File: config.mk
export PLATFORM = sky130hd
export DESIGN_NAME = ad9361x2_ensm_scheduler
export DESIGN_NICKNAME = d
export VERILOG_FILES = /design/src/rtl/ad9361x2_ensm_scheduler.sv
export SDC_FILE = /design/constraint.sdc
export NUM_CORES = 1
export LEC_CHECK = 0
export BUFFER_PORTS_ARGS = -buffer_cell sky130_fd_sc_hd__buf_4
export CORE_MARGIN = 4
export CORE_UTILIZATION = 45
export CTS_BUF_LIST = sky130_fd_sc_hd__clkbuf_16
export DETAILED_ROUTE_END_ITERATION = 6
export PLACE_DENSITY = 0.71
export REMOVE_ABC_BUFFERS = 1
export SYNTH_ARGS = -nofsm -noshare
export SYNTH_HDL_FRONTEND = slang
export SYNTH_SLANG_ARGS = --single-unit
File: constraint.sdc
create_clock -name axi_aclk -period 3.1 [get_ports axi_aclk]
set_input_delay 0.155 -clock axi_aclk [delete_from_list [all_inputs] [get_ports axi_aclk]]
set_output_delay 0.155 -clock axi_aclk [all_outputs]
set_load 0.02 [all_outputs]
File: src/rtl/ad9361x2_ensm_scheduler.sv
// rtl/ad9361x2_ensm_scheduler.sv - half-duplex RX/TX burst scheduler for the AD9361x2 ENSM pins
// Alternating-priority arbiter followed by a SETUP/ACTIVE/GUARD sequencer with registered pin outputs.
module ad9361x2_ensm_scheduler #(
   parameter int LEN_W        = 16,
   parameter int SETUP_CYCLES = 4,
   parameter int GUARD_CYCLES = 8
) (
   input  logic             axi_aclk,
   input  logic             arst,
   input  logic             rx_valid,
   input  logic [LEN_W-1:0] rx_len,
   input  logic [1:0]       rx_mask,
   output logic             rx_ready,
   output logic             rx_done,
   input  logic             tx_valid,
   input  logic [LEN_W-1:0] tx_len,
   input  logic [1:0]       tx_mask,
   output logic             tx_ready,
   output logic             tx_done,
   input  logic             abort,
   output logic             enable_0,
   output logic             enable_1,
   output logic             txnrx_0,
   output logic             txnrx_1,
   output logic             tdd_sync_o,
   output logic             busy
);
   localparam int SET_W = $clog2(SETUP_CYCLES + 1);
   localparam int GRD_W = $clog2(GUARD_CYCLES + 1);
   localparam int CNT_W = (LEN_W > SET_W) ? ((LEN_W > GRD_W) ? LEN_W : GRD_W)
                                          : ((SET_W > GRD_W) ? SET_W : GRD_W);
   localparam logic [CNT_W-1:0] C_SETUP = CNT_W'(SETUP_CYCLES);
   localparam logic [CNT_W-1:0] C_GUARD = CNT_W'(GUARD_CYCLES);
   localparam logic [CNT_W-1:0] C_ONE   = CNT_W'(1);

   typedef enum logic [1:0] {
      S_IDLE   = 2'd0,
      S_SETUP  = 2'd1,
      S_ACTIVE = 2'd2,
      S_GUARD  = 2'd3
   } state_t;

   state_t           r_state;
   state_t           w_state_nxt;
   logic [CNT_W-1:0] r_cnt;
   logic [CNT_W-1:0] w_cnt_nxt;
   logic             r_prio;
   logic             r_dir;
   logic [1:0]       r_mask;
   logic [LEN_W-1:0] r_len;
   logic [1:0]       r_enable;
   logic [1:0]       r_txnrx;
   logic             r_sync;
   logic             r_rx_done;
   logic             r_tx_done;
   logic             r_busy;

   logic             w_idle;
   logic             w_rx_win;
   logic             w_tx_win;
   logic             w_accept;
   logic             w_req_dir;
   logic [1:0]       w_req_mask;
   logic [LEN_W-1:0] w_req_len;
   logic [LEN_W-1:0] w_req_len_eff;
   logic             w_enter_active;
   logic             w_enter_guard;

   // r_prio = 0 prefers RX, 1 prefers TX; it only matters when both sides request
   assign w_idle   = (r_state == S_IDLE);
   assign w_rx_win = rx_valid & (~tx_valid | ~r_prio);
   assign w_tx_win = tx_valid & (~rx_valid |  r_prio);
   assign rx_ready = w_idle & w_rx_win;
   assign tx_ready = w_idle & w_tx_win;

   assign w_accept      = rx_ready | tx_ready;
   assign w_req_dir     = tx_ready;
   assign w_req_mask    = tx_ready ? tx_mask : rx_mask;
   assign w_req_len     = tx_ready ? tx_len  : rx_len;
   assign w_req_len_eff = (w_req_len == '0) ? LEN_W'(1) : w_req_len;

   always_comb begin
      w_state_nxt = r_state;
      w_cnt_nxt   = r_cnt;
      case (r_state)
         S_IDLE: begin
            if (w_accept) begin
               w_state_nxt = S_SETUP;
               w_cnt_nxt   = C_SETUP;
            end
         end
         S_SETUP: begin
            if (abort) begin
               w_state_nxt = S_GUARD;
               w_cnt_nxt   = C_GUARD;
            end else if (r_cnt <= C_ONE) begin
               w_state_nxt = S_ACTIVE;
               w_cnt_nxt   = CNT_W'(r_len);
            end else begin
               w_cnt_nxt   = r_cnt - C_ONE;
            end
         end
         S_ACTIVE: begin
            if (abort || (r_cnt <= C_ONE)) begin
               w_state_nxt = S_GUARD;
               w_cnt_nxt   = C_GUARD;
            end else begin
               w_cnt_nxt   = r_cnt - C_ONE;
            end
         end
         S_GUARD: begin
            if (r_cnt <= C_ONE) begin
               w_state_nxt = S_IDLE;
               w_cnt_nxt   = '0;
            end else begin
               w_cnt_nxt   = r_cnt - C_ONE;
            end
         end
         default: begin
            w_state_nxt = S_IDLE;
            w_cnt_nxt   = '0;
         end
      endcase
   end

   assign w_enter_active = (r_state == S_SETUP) & (w_state_nxt == S_ACTIVE);
   assign w_enter_guard  = ((r_state == S_SETUP) | (r_state == S_ACTIVE)) & (w_state_nxt == S_GUARD);

   // Outputs are registered from the next-state decode so they line up with the state they describe
   always_ff @(posedge axi_aclk or posedge arst) begin
      if (arst) begin
         r_state   <= S_IDLE;
         r_cnt     <= '0;
         r_prio    <= 1'b0;
         r_dir     <= 1'b0;
         r_mask    <= 2'b00;
         r_len     <= '0;
         r_enable  <= 2'b00;
         r_txnrx   <= 2'b00;
         r_sync    <= 1'b0;
         r_rx_done <= 1'b0;
         r_tx_done <= 1'b0;
         r_busy    <= 1'b0;
      end else begin
         r_state <= w_state_nxt;
         r_cnt   <= w_cnt_nxt;
         if (w_accept) begin
            r_dir   <= w_req_dir;
            r_mask  <= w_req_mask;
            r_len   <= w_req_len_eff;
            r_prio  <= ~w_req_dir;
            r_txnrx <= (r_txnrx & ~w_req_mask) | (w_req_mask & {2{w_req_dir}});
         end
         r_enable  <= (w_state_nxt == S_ACTIVE) ? r_mask : 2'b00;
         r_sync    <= w_enter_active;
         r_rx_done <= w_enter_guard & ~r_dir;
         r_tx_done <= w_enter_guard &  r_dir;
         r_busy    <= (w_state_nxt != S_IDLE);
      end
   end

   assign enable_0   = r_enable[0];
   assign enable_1   = r_enable[1];
   assign txnrx_0    = r_txnrx[0];
   assign txnrx_1    = r_txnrx[1];
   assign tdd_sync_o = r_sync;
   assign rx_done    = r_rx_done;
   assign tx_done    = r_tx_done;
   assign busy       = r_busy;

endmodule

==> results.yml, run 1 <==
outcome:
  status: "completed"
yosys:
  synthArstFlopShare_pct: 100.0
  ys_seq_elements: 46
  synth_largest_area_cell: "dfrtp_1"
  synth_edf_count: 0
  yosysSeqAreaShare_pct: 42.44
  yosys_warnings: 0
  synthCells: 283
  synth.avg_cell_area_um2: 9.585
  synthFlopType: "dfrtp_1"
  synth_area_leaders: "dfrtp_1, mux2i_1, nand2_1, o21ai_0, ha_1"
  synth_cell_types: 61
  synth_area_mm2: 0.002713
  netlist.area_leader.share_pct: 42.44
floorplan:
  die_y_um: 85.64
  core_area_mm2: 0.005886
  initial_core_util_pct: 46.09
  io_pins: 51
  fp.dieW_um: 85.64
  dieArea_mm2: 0.007334
  std_cell_rows: 28
final_layout:
  insertedDiodeCount: 0
  regArea_mm2: 0.001151
  area.growth.synth_to_final_pct: 23.75
  post_route_cells_drive_above_1_share_pct: 23.21
  fin_nets: 383
  final_cell_mix: "buf_4, dfrtp_1, nand2_1"
  fillCellCount: 531
  fin_area_mm2: 0.003357
  mostFrequentLayoutCell: "buf_4"
  multiInputGateArea_mm2: 0.001473
global_routing:
  met1_usage_pct: 24.79
  grt_busiest_layer: "met2"
  antenna_found_initial: 0
  grt_overflow: 0
  gr-usage-met2_pct: 32.70
  grt_first_pass_wirelength_mm: 11.31
  grt_pass1_vias: 2378
  grt_max_degree: 47
  track_usage_pct: 19.21
  grtUsageMet3_pct: 3.842
pwr:
  power_leakage_nw: 1.496
  ir_drop_mv: 0.4274
  power_density_mw_per_mm2: 1132
hold_path:
  min_path_type: "in2async"
critical_path:
  reg2reg_slack_ns: 0.55
  r2r-start: "r_state[0]"
  rr_worst_depth: 7
  crit_path_max_fanout: 14
  crit_type: "reg2reg"
  r2r-end: "r_cnt[5]"
  crit_start: "r_state[0]"
  cp.required_ns: 3.27
  start_kind: "flop"
  end_kind: "flop"
  arrival_ns: 2.72
placement:
  placed_area_mm2: 0.003191
  port_buffers: 50
  globalplace.congestion: 0.8840
  hpwl_mm: 5.095
drt:
  drt_iter0_drc: 171
  drc_errors: 0
  drtPass1Iterations: 4
  via_per_inst: 5.917
  vias: 2432
  ant_nets: 0
  wire_per_inst_um: 16.61
  routed_wl_mm: 6.826
clocking:
  cts_max_path_buffers: 2
  clk_latency_ns: 0.28
  cts.reportedPaths.clkPinSlew_ns: 0.06
  postCtsHoldBufs: 0
  clock_sinks: 46
  cts.repair.resized: 0
  cts_buffers: 5
  clockRootBuffer: "clkbuf_16"
  postCtsSetupRepairBufs: 0
  cts_tree: "built"
  cts_max_level: 2
sta:
  finalCritPeriodShare_pct: 82.39
  slew_headroom_pct: 56.84
  fin_setup_tns_ns: 0
  fin_crit_ns: 2.554
  fmax_ghz: 0.3915
  tightest_slew_ns: 0.6457
  maxSlewViolCount: 0
  rsz0062_at_grt: "no"
  hold_viol: 0
  finalSetupViolCount: 0
  finalClockSkew_ns: 0.004028
job:
  cap_violations: 0
## through the flow
step | total power [W] | util (%) | instances | worst slack [ns] | hold slack (ns)
global placement | 0.003137 | 54.21 | 403 | 0.6630 | 0.3375
detailed placement | 0.003166 | 54.21 | 403 | 0.6052 | 0.3458
global route | 0.004079 | 57.04 | 411 | 0.4321 | 0.08531
floorplan | 0.002571 | - | 271 | 0.08982 | 0.2791
CTS | 0.003799 | 57.04 | 411 | 0.5576 | 0.03852
finish | 0.003801 | 57.04 | 411 | 0.5458 | 0.01672
## cell type report
cell class                 instances  area share (%)
sequential                        46           34.29
inverter                          12           1.342
multi-input combinational        213           43.87
tap                               75           2.795
clock buffer                       5           3.727
timing repair buffer              57           12.75
clock inverter                     3           1.230
## power by group
group / switching (W) / internal [W] / leakage [nW]
registers: 0.000252 / 0.000867 / 0.591
logic: 0.00126 / 0.000819 / 0.824
clock network: 0.000223 / 0.000377 / 0.0812
total: 0.00174 / 0.00206 / 1.50
## how the worst max path moves through the flow
stage / endpoint / slack [ns] / depth (start not counted)
after floorplan: r_len[10] / 0.09 / 6
after global placement: r_cnt[10] / 0.66 / 8
after detailed placement: r_cnt[5] / 0.61 / 7
after CTS: r_cnt[5] / 0.56 / 7
after global routing: r_cnt[5] / 0.43 / 7
final: r_cnt[5] / 0.55 / 7
## layer usage
metal,routed length (um),vias to the layer above
met5,0,-
met4,108,0
met3,464,12
met2,3303,86
met1,2949,1154
li1,-,1180
## logic make-up after synthesis
| family | synth area share, % |
|---|---|
| simple gates | 20.62 |
| compound gates | 22.83 |
| flops | 42.44 |
| buf+inv | 3.552 |
| mux | 6.688 |
| fa+ha+maj | 3.229 |
| xor+xnor | 0.6459 |
## flip-flops by register name, summed over array words and instances (netlist names), named ones only
signal and flops:
r_state 2, r_prio 1, r_mask 2, busy 1, tdd_sync_o 1, r_enable 2
r_cnt 16, tx_done 1, r_dir 1, r_len 16, rx_done 1
## synthesized netlist by cell type, drive strengths merged, types with 3 or more instances
master	count
a311oi	6
a21oi	10
ha	7
and3	4
inv	12
nor3b	7
nand3	5
buf	3
a21o	3
mux2i	17
clkbuf	9
nand2	39
dfrtp	46
nand4	3
a221o	7
nor3	6
o21ai	28
a211oi	5
nor2	16
nor4	12
## worst max-delay path: stages, from the launching register on
cell and delay [ns]:
dfrtp_1 0.44, inv_1 0.14, ha_1 0.26, or3b_2 0.62, nand2_1 0.30, a211o_1 0.23, o21ai_0 0.12, a221o_1 0.31
No activity file was read; power rests on OpenSTA's default activity.
==> inputs of run 2 (changes only) <==
--- a/config.mk
+++ b/config.mk
@@ -10,7 +10,7 @@
 export CORE_UTILIZATION = 45
 export CTS_BUF_LIST = sky130_fd_sc_hd__clkbuf_16
 export DETAILED_ROUTE_END_ITERATION = 6
-export PLACE_DENSITY = 0.71
+export PLACE_DENSITY = 0.73
 export REMOVE_ABC_BUFFERS = 1
 export SYNTH_ARGS = -nofsm -noshare
 export SYNTH_HDL_FRONTEND = slang
==> constraint.sdc (replaced) <==
create_clock -name axi_aclk -period 2.2 [get_ports axi_aclk]
set_input_delay 0.11 -clock axi_aclk [delete_from_list [all_inputs] [get_ports axi_aclk]]
set_output_delay 0.11 -clock axi_aclk [all_outputs]
set_load 0.02 [all_outputs]
==> run 2 against run 1 <==
Sequential share of layout area decreased by 1.7 points. First-iteration DRC count increased by 60%. Critical path type unchanged. Highest routed layer unchanged. Sequential power increased by 38%. Via count increased by 5.1%.
==> results.yml, run 2 (synthesis results as in run 1) <==
outcome:
  status: "completed"
critical_path:
  end_kind: "flop"
  arrival_ns: 2.27
  r2r-end: "rx_done"
  rr_worst_depth: 5
  r2r-start: "r_cnt[4]"
  cpLargestDelayFamily: "simple AND/OR/NAND/NOR gates"
  cp_slowest_stage_delay_ns: 0.45
  cp_num_buf_inv: 0
  start_kind: "flop"
  crit_slowest_cell: "dfrtp_1"
  crit_type: "reg2reg"
  cp.required_ns: 2.38
  reg2reg_slack_ns: 0.11
  crit_chain: "nor4_4, and4_2, nand2_2, a211oi_4, and4bb_1"
  crit_path_max_fanout: 7
floorplan:
  dieArea_mm2: 0.007334
  core_area_mm2: 0.005886
  std_cell_rows: 28
  fp.dieW_um: 85.64
  initial_core_util_pct: 46.09
  io_pins: 51
  die_y_um: 85.64
global_routing:
  grt_first_pass_wirelength_mm: 11.99
  grt_max_degree: 47
  grt_overflow: 0
  track_usage_pct: 20.28
  antenna_found_initial: 0
  grt_pass1_vias: 2428
pwr:
  power_leakage_nw: 1.586
  ir_drop_mv: 0.8619
  power_density_mw_per_mm2: 1639
sta:
  tightest_slew_ns: 0.4716
  rsz0062_at_grt: "yes"
  maxSlewViolCount: 0
  slew_headroom_pct: 68.27
  finalSetupViolCount: 0
  fin_crit_ns: 2.094
  fmax_ghz: 0.4775
  finalCritPeriodShare_pct: 95.18
  hold_viol: 0
  fin_setup_tns_ns: 0
  finalClockSkew_ns: 0.005362
  setup_ws_ns: 0.1060
placement:
  globalplace.congestion: 0.9535
  placed_area_mm2: 0.003321
  port_buffers: 50
  place_inst: 417
  hpwl_mm: 5.161
  place_ws_ns: 0.03395
drt:
  drtPass1Iterations: 5
  routed_wl_mm: 7.249
  via_per_inst: 5.988
  vias: 2557
  drt_iter0_drc: 273
  drc_errors: 0
  ant_nets: 0
  wire_per_inst_um: 16.98
final_layout:
  reg_top3: "r_cnt (16), r_len (16)"
  fin_area_mm2: 0.003536
  insertedDiodeCount: 0
  post_route_cells_drive_above_1_share_pct: 28.98
  area.growth.synth_to_final_pct: 30.35
  layoutNonFillerInstCount: 427
  final_util_pct: 60.08
  mostFrequentLayoutCell: "buf_4"
  final_cell_mix: "buf_4, dfrtp_1, nand2_1"
  fin_nets: 399
clocking:
  clk_latency_ns: 0.29
  clockRootBuffer: "clkbuf_16"
  cts_max_path_buffers: 2
  cts_max_level: 2
  clock_sinks: 46
  cts_tree: "built"
  cts_buffers: 5
  cts.reportedPaths.clkPinSlew_ns: 0.07
hold_path:
  hold_path.startpoint: "tx_mask[1]"
  holdPathStages: 3
  min_path_type: "in2reg"
job:
  cap_violations: 0
run 2: cell types whose count changed in the layout (fill, tap and decap cells not counted), sizes merged:
| cell | previous run | this run |
|---|---|---|
| buf | 57 | 72 |
| dlygate4sd3 | 0 | 1 |
run 2: how the worst max path moves through the flow:
stage                     from   endpoint  cells after the start
floorplan           r_state[0]  r_len[10]                      6
global placement      r_cnt[0]    rx_done                      6
detailed placement    r_cnt[4]    rx_done                      5
CTS                   r_cnt[4]    rx_done                      5
global route          r_cnt[4]    rx_done                      5
finish                r_cnt[4]    rx_done                      5
run 2: repair_timing:
item                                   4_1_cts  5_1_grt
endpoints found under the hold margin       46        0
hold buffers                                 1        0
setup endpoints to repair                    0       15
gates resized for setup                      0       11
setup buffers                                0        1
run 2: cell type report:
class                           count  area (um^2)
Fill cell                         485         2350
Multi-Input combinational cell    213         1504
Sequential cell                    46         1151
Timing Repair Buffer               73        575.6
Clock buffer                        5        125.1
Tap cell                           75        93.84
Inverter                           12        45.04
Clock inverter                      3        41.29
run 2: stage by stage:
| step | hold WS (ns) | total power, W |
|---|---|---|
| after global routing | 0.04199 | 0.006183 |
| after global placement | 0.1755 | 0.004644 |
| after detailed placement | 0.1800 | 0.004719 |
| after floorplan | 0.2341 | 0.003623 |
| final | 0.03965 | 0.005794 |
| after CTS | 0.03889 | 0.005624 |
run 2: layer usage:
metal / track usage (%) / share of wire, %
met5: 0 / 0
met4: 6.619 / 1.8
met3: 3.650 / 6.0
met2: 32.56 / 47
met1: 27.79 / 45
run 2: tightest hold or removal path: cells and delay by family:
family | cells | cell delay [ns]
simple gates | 2 | 0.11
buf+inv | 1 | 0.07
run 2: where the power goes:
group          internal, W  total, W  switching, W
clock network     0.000532  0.000854      0.000322
registers          0.00122   0.00155      0.000325
logic              0.00141   0.00339       0.00198
==> inputs of run 3 (changes only) <==
--- a/config.mk
+++ b/config.mk
@@ -10,6 +10,7 @@
 export CORE_UTILIZATION = 45
 export CTS_BUF_LIST = sky130_fd_sc_hd__clkbuf_16
 export DETAILED_ROUTE_END_ITERATION = 6
+export HOLD_SLACK_MARGIN = 0.06
 export PLACE_DENSITY = 0.73
 export REMOVE_ABC_BUFFERS = 1
 export SYNTH_ARGS = -nofsm -noshare
==> run 3 against run 2 <==
Sequential power about the same. Cell count up 0.23%. Largest power group unchanged. Non-clock buffer count up 1. Die area unchanged. Sequential cell count unchanged. Critical path type unchanged. Largest cell class unchanged.
==> results.yml, run 3 (synthesis results as in run 1) <==
outcome:
  status: "completed"
drt:
  via_per_inst: 5.869
  ant_nets: 0
  drtPass1Iterations: 4
  wire_per_inst_um: 16.88
  drc_errors: 0
  routed_wl_mm: 7.225
  drt_iter0_drc: 319
  vias: 2512
clocking:
  cts_max_level: 2
  cts_max_path_buffers: 2
  clk_latency_ns: 0.29
  clockRootBuffer: "clkbuf_16"
  cts_tree: "built"
  clock_sinks: 46
  cts.reportedPaths.clkPinSlew_ns: 0.07
  cts_buffers: 5
floorplan:
  io_pins: 51
  dieArea_mm2: 0.007334
  core_area_mm2: 0.005886
  die_y_um: 85.64
  std_cell_rows: 28
  initial_core_util_pct: 46.09
  fp.dieW_um: 85.64
global_routing:
  grt_max_degree: 47
  track_usage_pct: 20.18
  grt_overflow: 0
  antenna_found_initial: 0
  met1_usage_pct: 27.93
  grt_first_pass_wirelength_mm: 11.92
  grt_busiest_layer: "met2"
  grt_pass1_vias: 2404
  grtUsageMet3_pct: 3.650
  gr-usage-met2_pct: 32.20
sta:
  fmax_ghz: 0.4787
  hold_viol: 0
  finalCritPeriodShare_pct: 94.95
  fin_crit_ns: 2.089
  tightest_slew_ns: 0.4777
  slew_headroom_pct: 67.86
  finalClockSkew_ns: 0.005738
  finalSetupViolCount: 0
  maxSlewViolCount: 0
  holdWs_ns: 0.06996
  rsz0062_at_grt: "yes"
placement:
  place_inst: 417
  hpwl_mm: 5.161
  globalplace.congestion: 0.9535
  port_buffers: 50
  placed_area_mm2: 0.003321
final_layout:
  reg_top3: "r_cnt (16), r_len (16)"
  fin_area_mm2: 0.003543
  post_route_cells_drive_above_1_share_pct: 28.61
  mostFrequentLayoutCell: "buf_4"
  layoutNonFillerInstCount: 428
  fin_nets: 400
  final_cell_mix: "buf_4, dfrtp_1, nand2_1"
  insertedDiodeCount: 0
  fillCellCount: 490
  area.growth.synth_to_final_pct: 30.63
critical_path:
  start_kind: "flop"
  arrival_ns: 2.27
  crit_slowest_cell: "dfrtp_1"
  crit_chain: "nor4_4, and4_2, nand2_2, a211oi_4, and4bb_1"
  crit_type: "reg2reg"
  cp_num_buf_inv: 0
  crit_path_max_fanout: 7
  cpLargestDelayFamily: "simple AND/OR/NAND/NOR gates"
  end_kind: "flop"
  cp_slowest_stage_delay_ns: 0.45
  cp.required_ns: 2.38
job:
  cap_violations: 0
pwr:
  power_density_mw_per_mm2: 1633
  ir_drop_mv: 0.8616
  power_leakage_nw: 1.591
hold_path:
  min_path_type: "in2reg"
run 3: cell count changes in the layout (fill, tap and decap cells not counted), sizes merged:
cell / change
dlygate4sd3: +1
run 3: path summary, 6_finish.rpt:
kind | depth (start not counted) | startpoint | slack, ns | endpoint
setup / recovery | 5 | r_cnt[4] | 0.11 | rx_done
hold / removal | 3 | rx_mask[1] | 0.07 | r_mask[1]
setup reg to reg | 5 | r_cnt[4] | 0.11 | rx_done
hold reg to reg | 2 | flop | 0.48 | flop
max in group asynchronous | 4 | arst | 1.57 | r_cnt[15]
min in group asynchronous | 4 | arst | 0.41 | r_enable[1]
run 3: final cells by class:
type / count / area, um^2 / area share [%]
Clock buffer: 5 / 125.1 / 3.531
Inverter: 12 / 45.04 / 1.271
Sequential cell: 46 / 1151 / 32.49
Clock inverter: 3 / 41.29 / 1.165
Tap cell: 75 / 93.84 / 2.648
Timing Repair Buffer: 74 / 585.6 / 16.53
Multi-Input combinational cell: 213 / 1501 / 42.37
run 3: repair_timing:
action                     4_1_cts  5_1_grt
hold endpoints to repair        48        0
gates resized for setup          0       10
hold buffers                     2        0
setup endpoints to repair        0       15
setup buffers                    0        1
run 3: where the power goes:
group / leakage [nW] / total (W) / internal, W / switching (W)
Combinational: 0.919 / 0.00339 / 0.00141 / 0.00198
Sequential: 0.591 / 0.00155 / 0.00122 / 0.000323
Clock: 0.0812 / 0.000854 / 0.000532 / 0.000322
run 3: metal layers:
metal | routed length (um) | share of wire [%] | up-vias
li1 | - | - | 1209
met1 | 3149 | 44 | 1195
met2 | 3444 | 48 | 98
met3 | 521 | 7.2 | 10
met4 | 110 | 1.5 | 0
met5 | 0 | 0 | -
run 3: tightest hold or removal path: cells and delay by family:
family        cells  cell delay [ns]
simple gates      2             0.14
buf+inv           1             0.08
run 3: metrics by stage:
step	setup slack [ns]	setup TNS, ns	total power [W]	util, %
after floorplan	-0.8102	-21.37	0.003623	-
after global placement	0.1213	0	0.004644	56.42
after detailed placement	0.03395	0	0.004719	56.42
after CTS	0.004702	0	0.005625	59.59
after global routing	-0.01739	-0.02502	0.006177	60.20
final	0.1111	0	0.005786	60.20
